===== src/rtl/romulator_pkg.sv =====
// Shared romulator definitions: enable-table geometry and the loader state encoding.
package romulator_pkg;
  localparam int NUM_ENTRIES      = 512;
  localparam int ENTRIES_PER_BYTE = 4;
  localparam int TBL_ADDR_W       = 9;
  localparam int ENTRY_W          = 2;

  typedef enum logic [1:0] {
    ST_IDLE  = 2'd0,
    ST_FETCH = 2'd1,
    ST_WRITE = 2'd2,
    ST_DONE  = 2'd3
  } etl_state_t;
endpackage


===== src/rtl/enable_table_loader.sv =====
// Streams packed 2-bit enable entries from a byte source into the enable table,
// one entry per cycle, with abort and a one-cycle done pulse.
module enable_table_loader #(
  parameter int NUM_ENTRIES      = romulator_pkg::NUM_ENTRIES,
  parameter int ENTRIES_PER_BYTE = romulator_pkg::ENTRIES_PER_BYTE
) (
  input  logic                                fpga_clk,
  input  logic                                resetn,
  input  logic                                start,
  input  logic                                abort,
  input  logic [7:0]                          byte_data,
  input  logic                                byte_valid,
  output logic                                byte_ready,
  output logic                                table_we,
  output logic [romulator_pkg::ENTRY_W-1:0]    table_val,
  output logic [romulator_pkg::TBL_ADDR_W-1:0] table_write_addr,
  output logic                                busy,
  output logic                                done
);
  import romulator_pkg::*;

  localparam int SUB_W = (ENTRIES_PER_BYTE > 1) ? $clog2(ENTRIES_PER_BYTE) : 1;

  etl_state_t            state;
  logic [TBL_ADDR_W-1:0] cnt;
  logic [SUB_W-1:0]      sub;
  logic [SUB_W-1:0]      sub_nx;
  logic [7:0]            byte_q;
  logic                  last_sub;
  logic                  last_ent;

  assign sub_nx   = sub + SUB_W'(1);
  assign last_sub = (sub == SUB_W'(ENTRIES_PER_BYTE - 1));
  assign last_ent = (cnt == TBL_ADDR_W'(NUM_ENTRIES - 1));

  function automatic logic [ENTRY_W-1:0] pick(input logic [7:0] b, input logic [SUB_W-1:0] k);
    pick = b[ENTRY_W*k +: ENTRY_W];
  endfunction

  // Outputs are registered one step ahead: the cycle that shows table_we=1 already
  // carries the value/address for the current sub-index.
  always_ff @(posedge fpga_clk or negedge resetn) begin
    if (!resetn) begin
      state            <= ST_IDLE;
      cnt              <= '0;
      sub              <= '0;
      byte_q           <= '0;
      table_we         <= 1'b0;
      table_val        <= '0;
      table_write_addr <= '0;
      byte_ready       <= 1'b0;
      busy             <= 1'b0;
      done             <= 1'b0;
    end else begin
      table_we <= 1'b0;
      done     <= 1'b0;
      case (state)
        ST_IDLE: begin
          if (start && !abort) begin
            state      <= ST_FETCH;
            cnt        <= '0;
            byte_ready <= 1'b1;
            busy       <= 1'b1;
          end
        end
        ST_FETCH: begin
          if (abort) begin
            state      <= ST_IDLE;
            byte_ready <= 1'b0;
            busy       <= 1'b0;
          end else if (byte_valid) begin
            state            <= ST_WRITE;
            byte_q           <= byte_data;
            sub              <= '0;
            byte_ready       <= 1'b0;
            table_we         <= 1'b1;
            table_val        <= byte_data[ENTRY_W-1:0];
            table_write_addr <= cnt;
          end
        end
        ST_WRITE: begin
          if (abort) begin
            state <= ST_IDLE;
            busy  <= 1'b0;
          end else begin
            cnt <= cnt + TBL_ADDR_W'(1);
            sub <= sub_nx;
            if (last_sub) begin
              if (last_ent) begin
                state <= ST_DONE;
                busy  <= 1'b0;
                done  <= 1'b1;
              end else begin
                state      <= ST_FETCH;
                byte_ready <= 1'b1;
              end
            end else begin
              table_we         <= 1'b1;
              table_val        <= pick(byte_q, sub_nx);
              table_write_addr <= cnt + TBL_ADDR_W'(1);
            end
          end
        end
        ST_DONE: state <= ST_IDLE;
        default: state <= ST_IDLE;
      endcase
    end
  end
endmodule

===== config.mk =====
export PLATFORM = sky130hd
export DESIGN_NAME = enable_table_loader
export DESIGN_NICKNAME = d
export VERILOG_FILES = /design/src/rtl/romulator_pkg.sv /design/src/rtl/enable_table_loader.sv
export SDC_FILE = /design/constraint.sdc
export NUM_CORES = 1
export LEC_CHECK = 0
export ABC_AREA = 0
export CORE_UTILIZATION = 57
export DETAILED_ROUTE_END_ITERATION = 12
export PLACE_DENSITY_LB_ADDON = 0.15
export SYNTH_ARGS = -nofsm -noshare
export SYNTH_HDL_FRONTEND = slang
export SYNTH_SLANG_ARGS = --single-unit
export TNS_END_PERCENT = 20

===== constraint.sdc =====
create_clock -name fpga_clk -period 5.44 [get_ports fpga_clk]
set_clock_uncertainty 0.15 [all_clocks]
set_input_delay 0.544 -clock fpga_clk [delete_from_list [all_inputs] [get_ports fpga_clk]]
set_output_delay 0.544 -clock fpga_clk [all_outputs]
set_load 0.005 [all_outputs]

==> flow_metrics.env, run 1 <==
export IMPL_grt_pass1_wl_um=6420
export IMPL_grt_usage_pct=24.8
export IMPL_hold_buffers=0
export IMPL_nets=226
export IMPL_postCtsSetupRepairBufs=0
export IMPL_max_freq_mhz=345
export IMPL_setup_violations=0
export IMPL_cp_depth=6
export IMPL_cp_slowest_cell="a2111oi_4"
export IMPL_die_y_um=59.5
export IMPL_drt_initial_drc_count=87
export IMPL_drc=0
export IMPL_static_leakage_power_nw=0.965
export IMPL_cts_sinks=36
export IMPL_synth_cell_types=46
export IMPL_final_cell_mix="36 x dfrtp_1, 27 x clkdlybuf4s50_1, 17 x nor2_1"
export IMPL_cap_violations=0
export IMPL_vdd_drop_max_mv=0.245
export IMPL_critPathRequiredTime_ps=5560
export IMPL_grt_pass1_vias=1451
export IMPL_path_max_fanout=24
export IMPL_endpoint_kind="flip-flop"
export IMPL_final_antenna_net_count=0
export IMPL_timing_worst_setup_path_type="reg -> reg"
export IMPL_syn_area_um2=1890
export IMPL_cts_max_path_buffers=2
export IMPL_cts_made_buffers=5
export IMPL_status="completed"
export IMPL_cts_root_buf="clkbuf_4"
export IMPL_hold_path_class="reg -> reg"
export IMPL_mostFrequentLayoutCell="dfrtp_1"
export IMPL_critPathTopFamily="compound AO/OA/AOI/OAI gates"
export IMPL_fp_row_count=20
export IMPL_report_final_hold_viol_count=0
export IMPL_htreeDepth=2
export IMPL_synth_cells=176
export IMPL_rsz0062_at_grt="false"
export IMPL_power_mw=1.11
export IMPL_period_share_pct=53.3
export IMPL_ys_seq_area_share_pct=47.7
export IMPL_gp_congestion=0.823
export IMPL_final_max_slew_viol_count=0
export IMPL_async_flop_share_pct=100
export IMPL_stdcell_count=249
export IMPL_r2r_start="state[0]"
export IMPL_via_per_inst=5.67
export IMPL_clk_pin_slew_ps=110
export IMPL_start_util_pct=60.8
export IMPL_wl_um=3810
export IMPL_yosys_warnings=0
export IMPL_r2r_cells=6
export IMPL_worstSkewPairLatency_ps=340
export IMPL_area_growth_pct=20.3
export IMPL_dp_hpwl_um=2780
export IMPL_synth_seq_cells=36
export IMPL_io_pins=28
export IMPL_grt_overflow_total=0
export IMPL_fin_util_pct=73.1
export IMPL_synth_edf_count=0
export IMPL_dp_cells=241
export IMPL_crit_top_cell="nor2_1"
export IMPL_holdCritStartpoint="byte_q[1]"
export IMPL_startpoint_type="flip-flop"
export IMPL_startpoint="state[0]"
export IMPL_grt_max_degree=37
export IMPL_die_x_um=59.5
export IMPL_synth_ff_type="dfrtp_1"
export IMPL_antenna_found_initial=0
export IMPL_portBuffers=27
export IMPL_vias=1413
export IMPL_synth_area_leaders="dfrtp_1 48%, ha_1 6.0%, mux2_2 5.4%"
export IMPL_path_buf_inv=1
export IMPL_ctsResizeCount=0
export IMPL_synth_largest_area_cell="dfrtp_1"
export IMPL_powerDensity_nw_per_um2=490
export IMPL_yosys_area_top_type_share_pct=47.7
export IMPL_max_slew_margin_pct=31.8
export IMPL_num_antenna_cells=0
export IMPL_slowest_delay_ps=910
export IMPL_path_cells="inv_1, ha_1, nor2_1, a2111oi_4, nor2_1, a31oi_2"
export IMPL_avgSynthCellArea_um2=10.7
export IMPL_wl_per_cell_um=15.3
export IMPL_min_path_cells=1
export IMPL_finalCriticalPeriod_ps=2900
export IMPL_first_pass_iters=4
export IMPL_core_area_um2=3100
export IMPL_cts_tree="built"
export IMPL_fin_tns_setup_ps=0
export IMPL_layout_drive_gt1_share_pct=13.2
export IMPL_synth_fp_nets=198
export IMPL_max_slew_worst_pin_slew_ps=1020
export IMPL_die_area_um2=3540
export IMPL_arrival_ps=3020
==> metrics by stage <==
stage	hold slack, ps	area (um2)	setup slack [ps]
finish	368	2270	2540
global route	385	2270	2290
CTS	371	2270	2540
detailed placement	345	2170	2570
global placement	330	2170	2690
floorplan	98.4	1890	3630
==> synth_stat cells (all sizes together) (2+ instances only) <==
library cell / instances
mux2: 10
ha: 9
mux4: 2
o211ai: 2
xor2: 5
nand2b: 3
nor3: 2
nor2: 18
nor2b: 3
mux2i: 3
inv: 7
a31oi: 6
o31ai: 2
nand3: 7
a21oi: 10
and3: 2
nand2: 16
o21ai: 9
buf: 6
dfrtp: 36
==> cell families after synthesis <==
kind of cell    after synthesis  share of synthesized area, %
mux                          15                          9.95
compound gates               40                          15.0
xor+xnor                      6                          2.79
fa+ha+maj                     9                          5.97
buf+inv                      14                          3.78
flops                        36                          47.7
simple gates                 56                          14.8
==> sequential cells by signal, summed over array words and instances, names as in the netlist <==
name              cells
table_write_addr      9
byte_ready            1
table_we              1
byte_q                8
done                  1
sub                   2
table_val             2
cnt                   9
state                 2
busy                  1
==> area by class of cell <==
| cell class | count | area [um2] |
|---|---|---|
| Clock buffer | 7 | 65.1 |
| Clock inverter | 1 | 30.0 |
| Fill cell | 237 | 833 |
| Inverter | 7 | 26.3 |
| Multi-Input combinational cell | 126 | 915 |
| Sequential cell | 36 | 901 |
| Tap cell | 44 | 55.1 |
| Timing Repair Buffer | 28 | 278 |
==> worst paths after layout <==
check / endpoint / slack [ps]
worst max register to register: table_write_addr[8] / 2540
min in group asynchronous: cnt[6] / 460
worst max-delay path: table_write_addr[8] / 2540
max in group asynchronous: byte_q[6] / 4350
worst min-delay path: byte_q[1] / 370
worst min register to register: byte_q[1] / 370
==> worst reg2reg max path, stage by stage (launching register included) <==
cell       delay (ps)
dfrtp_1           440
inv_1             120
ha_1              730
nor2_1            180
a2111oi_4         910
nor2_1            130
a31oi_2           170
==> metal layers <==
layer | track usage, % | routed length (um)
met2 | 46.4 | 2030
met3 | 5.24 | 148
met1 | 27.7 | 1560
met5 | 0 | 0
met4 | 7.97 | 67
==> power by group <==
part / internal, mW / switching [mW]
Combinational: 0.248 / 0.213
Sequential: 0.369 / 0.0712
Clock: 0.122 / 0.0893
Total: 0.739 / 0.374
(Power assumes the default switching activity.)
==> run 2: changes to the inputs <==
--- a/config.mk
+++ b/config.mk
@@ -6,7 +6,7 @@
 export NUM_CORES = 1
 export LEC_CHECK = 0
 export ABC_AREA = 0
-export CORE_UTILIZATION = 57
+export CORE_UTILIZATION = 48
 export DETAILED_ROUTE_END_ITERATION = 12
 export PLACE_DENSITY_LB_ADDON = 0.15
 export SYNTH_ARGS = -nofsm -noshare
==> constraint.sdc (replaced) <==
create_clock -name fpga_clk -period 2.56 [get_ports fpga_clk]
set_clock_uncertainty 0.15 [all_clocks]
set_input_delay 0.256 -clock fpga_clk [delete_from_list [all_inputs] [get_ports fpga_clk]]
set_output_delay 0.256 -clock fpga_clk [all_outputs]
set_load 0.005 [all_outputs]
==> run 2 against run 1 <==
Net effect: routed wire length shrank 0.79%; via count up 2.3%; utilization shrank 11 points; sequential share of layout area decreased by 0.62 points; register-to-register slack got worse by 2200 ps; total power grew 120%; die area rose by 18%; setup slack worse by 2200 ps; cell count grew 2.4%; critical path depth is 2 lower; clock power increased by 140%; critical path type unchanged; critical endpoint is now cnt[0]; highest routed layer unchanged.
==> flow_metrics.env, run 2 (same netlist as run 1, synthesis figures left out) <==
export IMPL_setup_ws_ps=373
export IMPL_num_antenna_cells=0
export IMPL_rsz0062_at_grt="false"
export IMPL_first_pass_iters=4
export IMPL_reg_top3="cnt x9, table_write_addr x9, byte_q x8"
export IMPL_reg2reg_to="cnt[0]"
export IMPL_drt_met1_wl_um=1550
export IMPL_via_per_inst=5.67
export IMPL_grt_max_degree=37
export IMPL_critPathRequiredTime_ps=2590
export IMPL_mostFrequentLayoutCell="dfrtp_1"
export IMPL_cts_root_buf="clkbuf_8"
export IMPL_cts_made_buffers=5
export IMPL_powerDensity_nw_per_um2=1050
export IMPL_start_util_pct=50.8
export IMPL_hold_path_class="in -> async"
export IMPL_cts_max_path_buffers=2
export IMPL_fp_row_count=22
export IMPL_die_x_um=64.7
export IMPL_pwr_share_seq_pct=38.5
export IMPL_power_mw=2.41
export IMPL_slowest_delay_ps=760
export IMPL_fillers=329
export IMPL_r2r_start="state[0]"
export IMPL_vias=1445
export IMPL_wl_per_cell_um=14.8
export IMPL_period_share_pct=85.4
export IMPL_portBuffers=27
export IMPL_routed_wl_met2_um=1990
export IMPL_nets=228
export IMPL_final_antenna_net_count=0
export IMPL_p_int_mw=1.61
export IMPL_dr_wl_met3_um=173
export IMPL_report_final_hold_viol_count=0
export IMPL_worst_hold_slack_ps=226
export IMPL_switching_power_uw=803
export IMPL_arrival_ps=2220
export IMPL_die_area_um2=4190
export IMPL_cts_sinks=36
export IMPL_core_area_um2=3720
export IMPL_path_cells="inv_1, ha_1, o211ai_1, mux2_2"
export IMPL_timing_worst_setup_path_type="reg -> reg"
export IMPL_ctsResizeCount=0
export IMPL_die_y_um=64.7
export IMPL_max_freq_mhz=457
export IMPL_drt_initial_drc_count=87
export IMPL_final_cell_mix="36 x dfrtp_1, 27 x clkdlybuf4s50_1, 17 x nor2_1"
export IMPL_dp_hpwl_um=2780
export IMPL_swShare_pct=33.3
export IMPL_comb_power_share_pct=40.8
export IMPL_area_growth_pct=22.2
export IMPL_r2r_slack_ps=370
export IMPL_gp_congestion=0.846
export IMPL_cap_violations=0
export IMPL_postCtsSetupRepairBufs=0
export IMPL_grt_overflow_total=0
export IMPL_grt_pass1_wl_um=6440
export IMPL_fin_tns_setup_ps=0
export IMPL_r2r_cells=4
export IMPL_startpoint_type="flip-flop"
export IMPL_drc=0
export IMPL_vdd_drop_max_mv=0.704
export IMPL_antenna_found_initial=0
export IMPL_setup_violations=0
export IMPL_final_max_slew_viol_count=0
export IMPL_max_slew_worst_pin_slew_ps=938
export IMPL_status="completed"
export IMPL_htreeDepth=2
export IMPL_cp_slowest_cell="o211ai_1"
export IMPL_path_max_fanout=14
export IMPL_finalCriticalPeriod_ps=2190
export IMPL_max_slew_margin_pct=37.2
export IMPL_power_frac_clock_pct=20.8
export IMPL_hold_buffers=0
export IMPL_endpoint_kind="flip-flop"
export IMPL_dr_max_layer_used="met4"
export IMPL_multiInputGateArea_um2=915
export IMPL_layout_drive_gt1_share_pct=14.0
export IMPL_cts_tree="built"
export IMPL_io_pins=28
export IMPL_layout_area_seq_um2=901
export IMPL_wl_um=3780
export IMPL_static_leakage_power_nw=0.978
export IMPL_dp_slack_ps=330
export IMPL_grt_usage_pct=20.6
export IMPL_clk_pin_slew_ps=80
export IMPL_grt_pass1_vias=1478
export IMPL_worstSkewPairLatency_ps=290
[run 2: worst max path at each step]
stage,start,end,depth (start not counted)
finish,state[0],cnt[0],4
detailed placement,abort,cnt[7],4
global placement,abort,cnt[0],4
floorplan,state[0],state[1],6
global route,state[0],cnt[3],5
CTS,state[0],cnt[0],4
[run 2: critical path, delay by kind of cell (launching register included)]
family / cells / cell delay (ps)
AOI/OAI and AO/OA: 1 / 760
adders and majority gates: 1 / 240
DFF: 1 / 410
buffers and inverters: 1 / 100
muxes: 1 / 420
[run 2: area by class of cell]
type,instances,share of cell area (%)
well taps,48,2.60
clock buffers,5,2.98
multi-input cells,126,39.7
inverters,7,1.14
flip-flops and latches,36,39.1
clock inverters,3,1.84
repair buffers,30,12.7
[run 2: metal layers]
metal,vias up,global-route usage (%)
met3,7,6.34
met2,40,36.6
met1,706,22.6
met4,0,8.61
li1,692,-
met5,-,0
[run 2: stage by stage]
step,utilization [%],cell area [um2],instances
5_1_grt,62.1,2310,255
2_1_floorplan,-,1890,176
4_1_cts,62.1,2310,255
3_3_place_gp,59.1,2190,247
3_5_place_dp,59.1,2190,247
6_report,62.1,2310,255
[run 2: power by group through the flow]
stage	clock (mW)	sequential, mW	combinational [mW]
after floorplan	0	0.912	0.647
after global placement	0	0.929	0.961
after detailed placement	0	0.941	0.995
after CTS	0.512	0.931	0.996
after global routing	0.537	0.953	1.08
final	0.501	0.928	0.984
==> run 3: changes to the inputs <==
--- a/config.mk
+++ b/config.mk
@@ -9,6 +9,7 @@
 export CORE_UTILIZATION = 48
 export DETAILED_ROUTE_END_ITERATION = 12
 export PLACE_DENSITY_LB_ADDON = 0.15
+export REMOVE_ABC_BUFFERS = 1
 export SYNTH_ARGS = -nofsm -noshare
 export SYNTH_HDL_FRONTEND = slang
 export SYNTH_SLANG_ARGS = --single-unit
==> run 3 against run 2 <==
Net effect: global-route usage is 0.56 points lower; total power fell by 2.9%; routed wire length decreased by 3.5%; cell count increased by 0.78%; combinational power rose by 1%; die area did not move; register-to-register slack better by 98 ps; sequential share of layout area increased by 0.11 points; flip-flop and latch count did not move; first-iteration DRC count is 56% lower; fmax is 4.7% higher; critical endpoint is now busy.
==> flow_metrics.env, run 3 (same netlist as run 1, synthesis figures left out) <==
export IMPL_status="completed"
export IMPL_timing_worst_setup_path_type="reg -> reg"
export IMPL_layout_area_seq_um2=901
export IMPL_critPathRequiredTime_ps=2620
export IMPL_finalCriticalPeriod_ps=2090
export IMPL_portBuffers=27
export IMPL_fillers=312
export IMPL_max_slew_margin_pct=58.4
export IMPL_via_per_inst=5.61
export IMPL_path_max_fanout=9
export IMPL_vias=1441
export IMPL_slowest_delay_ps=500
export IMPL_die_x_um=64.7
export IMPL_reg_top3="cnt x9, table_write_addr x9, byte_q x8"
export IMPL_mostFrequentLayoutCell="dfrtp_1"
export IMPL_htreeDepth=2
export IMPL_postCtsSetupRepairBufs=0
export IMPL_antenna_found_initial=0
export IMPL_cp_depth=8
export IMPL_final_area_um2=2300
export IMPL_r2r_slack_ps=470
export IMPL_final_cell_mix="36 x dfrtp_1, 27 x clkdlybuf4s50_1, 17 x nor2_1"
export IMPL_die_y_um=64.7
export IMPL_fin_tns_setup_ps=0
export IMPL_area_growth_pct=21.9
export IMPL_report_final_hold_viol_count=0
export IMPL_cts_tree="built"
export IMPL_grt_overflow_total=0
export IMPL_fp_row_count=22
export IMPL_static_leakage_power_nw=0.978
export IMPL_dp_slack_ps=478
export IMPL_ctsResizeCount=0
export IMPL_fin_util_pct=61.9
export IMPL_cp_slowest_cell="dfrtp_1"
export IMPL_rsz0062_at_grt="false"
export IMPL_cts_max_path_buffers=2
export IMPL_grt_pass1_vias=1396
export IMPL_num_antenna_cells=0
export IMPL_max_slew_worst_pin_slew_ps=621
export IMPL_cap_violations=0
export IMPL_core_area_um2=3720
export IMPL_path_buf_inv=0
export IMPL_cts_sinks=36
export IMPL_hold_buffers=0
export IMPL_multiInputGateArea_um2=915
export IMPL_setup_violations=0
export IMPL_grt_pass1_wl_um=6350
export IMPL_grt_usage_pct=20.0
export IMPL_first_pass_iters=4
export IMPL_io_pins=28
export IMPL_layout_drive_gt1_share_pct=13.9
export IMPL_worstSkewPairLatency_ps=290
export IMPL_hold_path_class="in -> async"
export IMPL_cts_made_buffers=5
export IMPL_wl_um=3650
export IMPL_gp_congestion=0.771
export IMPL_powerDensity_nw_per_um2=1020
export IMPL_nets=230
export IMPL_grt_max_degree=37
export IMPL_period_share_pct=81.6
export IMPL_vdd_drop_max_mv=0.596
export IMPL_die_area_um2=4190
export IMPL_setup_ws_ps=471
export IMPL_final_antenna_net_count=0
export IMPL_startpoint_type="flip-flop"
export IMPL_path_cells="and4_1, nand2_1, nor2_1, ha_1, nor2b_1, o21ai_0, a21oi_1, a31oi_1"
export IMPL_drc=0
export IMPL_wl_per_cell_um=14.2
export IMPL_max_freq_mhz=479
export IMPL_critPathTopFamily="simple AND/OR/NAND/NOR gates"
export IMPL_cts_root_buf="clkbuf_8"
export IMPL_placed_area_um2=2210
export IMPL_start_util_pct=50.8
export IMPL_r2r_cells=8
export IMPL_dp_hpwl_um=2650
export IMPL_final_max_slew_viol_count=0
export IMPL_clk_pin_slew_ps=70
export IMPL_arrival_ps=2150
export IMPL_endpoint_kind="flip-flop"
export IMPL_drt_initial_drc_count=38
-- run 3: worst register-to-register path: cells and delay by family, from the launching register on --
kind / cells / cell delay [ps]
AO/OA/AOI/OAI: 3 / 470
flip-flops: 1 / 500
adder cells (fa/ha/maj): 1 / 230
AND/OR/NAND/NOR: 4 / 670
-- run 3: per-stage QoR --
step                      hold slack (ps)  instances  power, mW
after detailed placement              340        249       1.94
after global placement                330        249       1.91
final                                 241        257       2.34
after CTS                             257        257       2.36
after global routing                  272        257       2.54
after floorplan                      -190        169       1.52
-- run 3: where the power goes --
group	switching [mW]	internal [mW]
combinational	0.450	0.546
sequential	0.144	0.785
clock	0.198	0.220
total	0.792	1.55
-- run 3: area by class of cell --
| class | instances | share of cell area [%] |
|---|---|---|
| timing repair buffer | 32 | 13.4 |
| clock buffer | 8 | 3.92 |
| inverter | 7 | 1.14 |
| sequential | 36 | 39.2 |
| multi-input combinational | 126 | 39.8 |
| tap | 48 | 2.61 |
-- run 3: path summary, 6_finish.rpt --
check                           from             endpoint
setup / recovery              cnt[2]                 busy
hold / removal                resetn  table_write_addr[7]
setup reg to reg              cnt[2]                 busy
hold reg to reg            byte_q[5]            byte_q[5]
max in group asynchronous     resetn               cnt[5]
min in group fpga_clk      byte_q[5]            byte_q[5]
-- run 3: metal layers --
layer	wire, um	share of wire [%]	up-vias	track usage [%]
met5	0	0	-	0
met2	1700	47	29	31.3
met1	1750	48	710	26.1
met4	74	2.0	0	9.72
li1	-	-	692	-
met3	124	3.4	10	4.75
